--- src/rtl/multicycle_control.sv ---
// Sequencing FSM for the multi-cycle MIPS datapath (shared ALU, unified memory).
// Outputs are decoded combinationally from state, OpCode/Funct and mem_ready.
module multicycle_control #(
    parameter int unsigned WAIT_W = 4
) (
    input  logic       clk,
    input  logic       reset,
    input  logic [5:0] OpCode,
    input  logic [5:0] Funct,
    input  logic       Zero,
    input  logic       mem_ready,
    output logic       PCWrite,
    output logic       PCWriteCond,
    output logic [1:0] PCSource,
    output logic       IorD,
    output logic       MemRead,
    output logic       MemWrite,
    output logic       IRWrite,
    output logic       RegWrite,
    output logic [1:0] RegDst,
    output logic [1:0] MemtoReg,
    output logic [1:0] ALUSrcA,
    output logic [1:0] ALUSrcB,
    output logic [1:0] ALUOp,
    output logic       ExtOp,
    output logic       LuOp,
    output logic       instr_done,
    output logic       illegal,
    output logic       bus_error
);
    typedef enum logic [2:0] {
        FETCH  = 3'd0,
        DECODE = 3'd1,
        EXEC   = 3'd2,
        MEM    = 3'd3,
        WB     = 3'd4
    } state_t;

    localparam logic [5:0] OP_RTYPE = 6'h00;
    localparam logic [5:0] OP_J     = 6'h02;
    localparam logic [5:0] OP_JAL   = 6'h03;
    localparam logic [5:0] OP_BEQ   = 6'h04;
    localparam logic [5:0] OP_ADDI  = 6'h08;
    localparam logic [5:0] OP_ADDIU = 6'h09;
    localparam logic [5:0] OP_SLTI  = 6'h0A;
    localparam logic [5:0] OP_SLTIU = 6'h0B;
    localparam logic [5:0] OP_ANDI  = 6'h0C;
    localparam logic [5:0] OP_LUI   = 6'h0F;
    localparam logic [5:0] OP_LW    = 6'h23;
    localparam logic [5:0] OP_SW    = 6'h2B;

    localparam logic [5:0] FN_SLL  = 6'h00;
    localparam logic [5:0] FN_SRL  = 6'h02;
    localparam logic [5:0] FN_SRA  = 6'h03;
    localparam logic [5:0] FN_JR   = 6'h08;
    localparam logic [5:0] FN_JALR = 6'h09;
    localparam logic [5:0] FN_ADD  = 6'h20;
    localparam logic [5:0] FN_ADDU = 6'h21;
    localparam logic [5:0] FN_SUB  = 6'h22;
    localparam logic [5:0] FN_SUBU = 6'h23;
    localparam logic [5:0] FN_AND  = 6'h24;
    localparam logic [5:0] FN_OR   = 6'h25;
    localparam logic [5:0] FN_XOR  = 6'h26;
    localparam logic [5:0] FN_NOR  = 6'h27;
    localparam logic [5:0] FN_SLT  = 6'h2A;
    localparam logic [5:0] FN_SLTU = 6'h2B;

    localparam logic [WAIT_W-1:0] WAIT_MAX = '1;

    state_t            state, nextState;
    logic [WAIT_W-1:0] waitCnt, nextWaitCnt;
    logic              waiting, timeout;

    logic isR, isRAlu, isShift, isJr, isJalr, isJ, isJal, isBeq;
    logic isLw, isSw, isAndi, isLui, isImm, legal;

    // Zero is ANDed with PCWriteCond in the datapath; it never steers sequencing.
    logic unusedZero;
    assign unusedZero = Zero;

    // Instruction class decode from the IR fields
    always_comb begin
        isR     = (OpCode == OP_RTYPE);
        isRAlu  = 1'b0;
        isShift = 1'b0;
        isJr    = 1'b0;
        isJalr  = 1'b0;
        if (isR) begin
            case (Funct)
                FN_SLL, FN_SRL, FN_SRA: begin
                    isRAlu  = 1'b1;
                    isShift = 1'b1;
                end
                FN_JR:   isJr   = 1'b1;
                FN_JALR: isJalr = 1'b1;
                FN_ADD, FN_ADDU, FN_SUB, FN_SUBU, FN_AND, FN_OR,
                FN_XOR, FN_NOR, FN_SLT, FN_SLTU: isRAlu = 1'b1;
                default: ;
            endcase
        end
        isJ    = (OpCode == OP_J);
        isJal  = (OpCode == OP_JAL);
        isBeq  = (OpCode == OP_BEQ);
        isLw   = (OpCode == OP_LW);
        isSw   = (OpCode == OP_SW);
        isAndi = (OpCode == OP_ANDI);
        isLui  = (OpCode == OP_LUI);
        isImm  = (OpCode == OP_ADDI) || (OpCode == OP_ADDIU) || (OpCode == OP_SLTI) ||
                 (OpCode == OP_SLTIU) || isAndi || isLui;
        legal  = isRAlu || isJr || isJalr || isJ || isJal || isBeq || isLw || isSw || isImm;
    end

    // Memory-wait watchdog
    assign waiting     = ((state == FETCH) || (state == MEM)) && !mem_ready;
    assign timeout     = waiting && (waitCnt == WAIT_MAX);
    assign nextWaitCnt = (waiting && !timeout) ? waitCnt + WAIT_W'(1) : '0;

    always_ff @(posedge clk) begin
        if (reset) begin
            state   <= FETCH;
            waitCnt <= '0;
        end else begin
            state   <= nextState;
            waitCnt <= nextWaitCnt;
        end
    end

    // Next state and per-cycle control; everything held at 0 during reset
    always_comb begin
        nextState   = state;
        PCWrite     = 1'b0;
        PCWriteCond = 1'b0;
        PCSource    = 2'b00;
        IorD        = 1'b0;
        MemRead     = 1'b0;
        MemWrite    = 1'b0;
        IRWrite     = 1'b0;
        RegWrite    = 1'b0;
        RegDst      = 2'b00;
        MemtoReg    = 2'b00;
        ALUSrcA     = 2'b00;
        ALUSrcB     = 2'b00;
        ALUOp       = 2'b00;
        ExtOp       = 1'b0;
        LuOp        = 1'b0;
        instr_done  = 1'b0;
        illegal     = 1'b0;
        bus_error   = 1'b0;
        if (!reset) begin
            unique case (state)
                FETCH: begin
                    MemRead = 1'b1;
                    ALUSrcB = 2'b01;
                    if (mem_ready) begin
                        IRWrite   = 1'b1;
                        PCWrite   = 1'b1;
                        nextState = DECODE;
                    end else if (timeout) begin
                        bus_error = 1'b1;
                    end
                end
                DECODE: begin
                    ALUSrcB = 2'b11;
                    ExtOp   = 1'b1;
                    if (isJ || isJal) begin
                        PCWrite    = 1'b1;
                        PCSource   = 2'b10;
                        instr_done = 1'b1;
                        nextState  = FETCH;
                        if (isJal) begin
                            RegWrite = 1'b1;
                            RegDst   = 2'b10;
                            MemtoReg = 2'b10;
                        end
                    end else if (isJr || isJalr) begin
                        PCWrite    = 1'b1;
                        PCSource   = 2'b11;
                        instr_done = 1'b1;
                        nextState  = FETCH;
                        if (isJalr) begin
                            RegWrite = 1'b1;
                            RegDst   = 2'b01;
                            MemtoReg = 2'b10;
                        end
                    end else if (!legal) begin
                        illegal   = 1'b1;
                        nextState = FETCH;
                    end else begin
                        nextState = EXEC;
                    end
                end
                EXEC: begin
                    ALUOp   = 2'b01;
                    ALUSrcA = isShift ? 2'b10 : 2'b01;
                    if (isR) begin
                        nextState = WB;
                    end else if (isBeq) begin
                        PCWriteCond = 1'b1;
                        PCSource    = 2'b01;
                        instr_done  = 1'b1;
                        nextState   = FETCH;
                    end else if (isLw || isSw) begin
                        ALUSrcB   = 2'b10;
                        ExtOp     = 1'b1;
                        ALUOp     = 2'b00;
                        nextState = MEM;
                    end else begin
                        ALUSrcB   = 2'b10;
                        ExtOp     = !isAndi;
                        LuOp      = isLui;
                        nextState = WB;
                    end
                end
                MEM: begin
                    IorD     = 1'b1;
                    MemRead  = isLw;
                    MemWrite = isSw;
                    if (mem_ready) begin
                        if (isLw) begin
                            nextState = WB;
                        end else begin
                            instr_done = 1'b1;
                            nextState  = FETCH;
                        end
                    end else if (timeout) begin
                        bus_error = 1'b1;
                        nextState = FETCH;
                    end
                end
                WB: begin
                    RegWrite   = 1'b1;
                    instr_done = 1'b1;
                    RegDst     = isR ? 2'b01 : 2'b00;
                    MemtoReg   = isLw ? 2'b01 : 2'b00;
                    nextState  = FETCH;
                end
                default: nextState = FETCH;
            endcase
        end
    end
endmodule

--- config.mk ---
export PLATFORM = sky130hd
export DESIGN_NAME = multicycle_control
export DESIGN_NICKNAME = d
export VERILOG_FILES = /design/src/rtl/multicycle_control.sv
export SDC_FILE = /design/constraint.sdc
export NUM_CORES = 1
export LEC_CHECK = 0
export ABC_AREA = 1
export CORE_ASPECT_RATIO = 0.8
export CORE_UTILIZATION = 24
export CTS_CLUSTER_SIZE = 30
export DETAILED_ROUTE_END_ITERATION = 16
export SLEW_MARGIN = 20
export SYNTH_ARGS = -nofsm -noshare
export SYNTH_HDL_FRONTEND = slang
export SYNTH_SLANG_ARGS = --single-unit
--- constraint.sdc ---
create_clock -name clk -period 1.55 [get_ports clk]
set_clock_uncertainty 0.05 [all_clocks]
set_input_delay 0.2325 -clock clk [delete_from_list [all_inputs] [get_ports clk]]
set_output_delay 0.2325 -clock clk [all_outputs]
set_load 0.02 [all_outputs]
==> flow_summary.yaml <==
clock_tree:
  clkTransAtPathRegs_ns: 0.04
  cts_tree: "done"
  clock_sinks: 7
  h-tree-depth: 1
  numCtsBuffers: 3
  clk_latency_ns: 0.22
  root_buffer: "clkbuf_8"
  clk_path_buf_depth: 2
timing:
  fin_tns_setup_ns: -3.36
  min_period_over_period: 1.18
  setup_viol: 20
  maxSlewViolCount: 0
  rsz0062_at_grt: "true"
  fmax_mhz: 548
  period_minus_slack_ns: 1.83
  hold_violations: 0
  setup_slack_ns: -0.275
worst_setup_path:
  critical_path.endpoint_type: "output pin"
  worstPathRequired_ns: 1.27
  arrival_ns: 1.54
  criticalPathCategory: "reg -> out"
  crit_fanout: 5
  worstSetupStartpointType: "flop"
flow_run:
  max_cap_violations: 0
outcome:
  status: "complete, but fails checks"
  violations: "negative setup slack"
pwr:
  p_int_uw: 528
  clkPwrFrac: 0.325
  power_frac_comb: 0.435
  ir_worst_vdd_v: 0.000289
  powerDensity_nw_per_um2: 418
  p_seq_frac: 0.240
  p_leak_uw: 0.000922
  p_sw_uw: 268
  switching_share: 0.337
logic_synthesis:
  synth_top_area_frac: 0.180
  yosysSeqAreaShare: 0.180
  synth-xor-area-share: 0.0225
  ys_ff_latch: 7
  synthTopCellsByArea: "dfxtp_1 18%, nor2_1 16%, nand3_1 11%"
  synth_adder_area_share: 0.0161
  ys_warn_count: 0
  synth-simple-area-share: 0.535
  avgSynthCellArea_sq_um: 5.81
  synth_cell_types: 30
  syn_area_sq_um: 778
  synth_compound_area_frac: 0.121
  synth_edf_count: 0
  synth_ff_type: "dfxtp_1"
  synthesis.nets: 151
  muxShareOfSynthArea: 0
  synthCells: 134
  synth_top_family_by_area: "simple AND/OR/NAND/NOR gates"
  synthArstFlopShare: 0
  yosysTopAreaCell: "dfxtp_1"
drt:
  ant_nets: 0
  vias_per_cell: 4.62
  dr.pass1.iters: 4
  totalWireLength_mm: 3.54
  wl_per_cell_um: 13.0
  first_iter_violations: 41
  drc_errors: 0
  via_count: 1257
die:
  boundaryPins: 40
  rows: 18
  core_area_sq_um: 3090
  die_w_um: 65.7
  dieHeight_um: 52.9
  dieArea_sq_um: 3480
  start_util: 0.252
global_routing:
  gr-usage-all-layers: 0.190
  grt_overflow: 0
  antenna_found_initial: 0
  grt_pass1_vias: 1204
  grt_max_degree: 7
  grt_pass1_wl_mm: 5.13
place:
  port-buffer-count: 37
  place.detailed.hpwl_mm: 2.24
  place.gp.congestion: 0.836
  dpl_cell_area_sq_um: 1550
finish:
  final_cell_mix: "61 x buf_4, 19 x nor2_1, 18 x buf_6"
  area_delta_synth_final_pct: 145
  drive_gt1_frac: 0.694
  diodes: 0
  mostFrequentLayoutCell: "buf_4"
  final_area_sq_um: 1900
  final_nets: 250
hold_path:
  hold_class: "reg -> reg"
==> repair_timing <==
action	in CTS	in global routing
hold buffers	0	0
setup endpoints to repair	25	24
setup buffers	8	7
pin swaps	19	16
resized for setup	188	36
==> registers in the layout, indices dropped and copies added (netlist names) <==
signal / flops
waitCnt: 4
state: 3
==> Yosys cell counts (2+ instances only) <==
master	count
a21oi_1	3
a31oi_1	2
dfxtp_1	7
inv_1	18
inv_2	4
nand2_1	19
nand3_1	17
nor2_1	33
nor2_2	3
nor2_4	3
nor3_1	3
o21a_1	2
o21ai_0	3
==> cell families after synthesis <==
family | count (synthesis)
DFF | 7
adders and majority gates | 1
xor gates and xnor gates | 2
other | 1
buffers and inverters | 24
AOI/OAI and AO/OA | 14
and+or+nand+nor | 85
==> metal layers <==
metal,vias up,wire (um),part of all wire,track usage
met5,-,0,0,0
met4,0,40,0.011,0.0290
met3,4,143,0.040,0.0237
met2,33,1810,0.51,0.362
met1,589,1550,0.44,0.229
li1,631,-,-,-
==> critical path, stage by stage, from the launching register on <==
cell,delay (ns)
dfxtp_4,0.37
nor3_4,0.26
nand2_2,0.09
inv_2,0.08
nand3_2,0.10
a22oi_2,0.16
nand2b_4,0.15
buf_6,0.11
==> power groups by stage <==
stage / Combinational (uW) / Sequential (uW) / Clock (uW)
after global placement: 266 / 196 / 0
after CTS: 305 / 191 / 258
final: 346 / 191 / 259
after global routing: 370 / 191 / 281
after floorplan: 108 / 197 / 0
after detailed placement: 270 / 196 / 0
==> per-stage QoR <==
stage | power, uW | setup WS (ns) | std cells | util | hold WS (ns)
after CTS | 754 | -0.255 | 265 | 0.566 | 0.465
after floorplan | 305 | -0.0325 | 134 | - | 0.348
after global placement | 462 | -0.878 | 253 | 0.504 | 0.451
final | 795 | -0.275 | 272 | 0.617 | 0.464
after detailed placement | 466 | -0.926 | 253 | 0.504 | 0.459
after global routing | 843 | -0.340 | 272 | 0.617 | 0.496
==> cell type report <==
cell class	count	area, sq um
repair buffers	96	787
clock buffers	3	41.3
multi-input cells	103	786
flip-flops and latches	7	149
clock inverters	1	5.00
well taps	40	50.0
fillers	256	1180
inverters	22	85.1
==> final timing paths <==
| check | from | end | slack, ns | depth (start not counted) |
|---|---|---|---|---|
| setup / recovery | state[1]$_SDFFE_PP0P_ | RegWrite | -0.28 | 7 |
| hold / removal | waitCnt[0]$_SDFF_PP0_ | waitCnt[0]$_SDFF_PP0_ | 0.46 | 2 |
| setup reg to reg | state[1]$_SDFFE_PP0P_ | state[0]$_SDFFE_PP0P_ | 0.09 | 8 |
| hold reg to reg | waitCnt[0]$_SDFF_PP0_ | waitCnt[0]$_SDFF_PP0_ | 0.46 | 2 |
No activity file was read; power rests on OpenSTA's default activity.
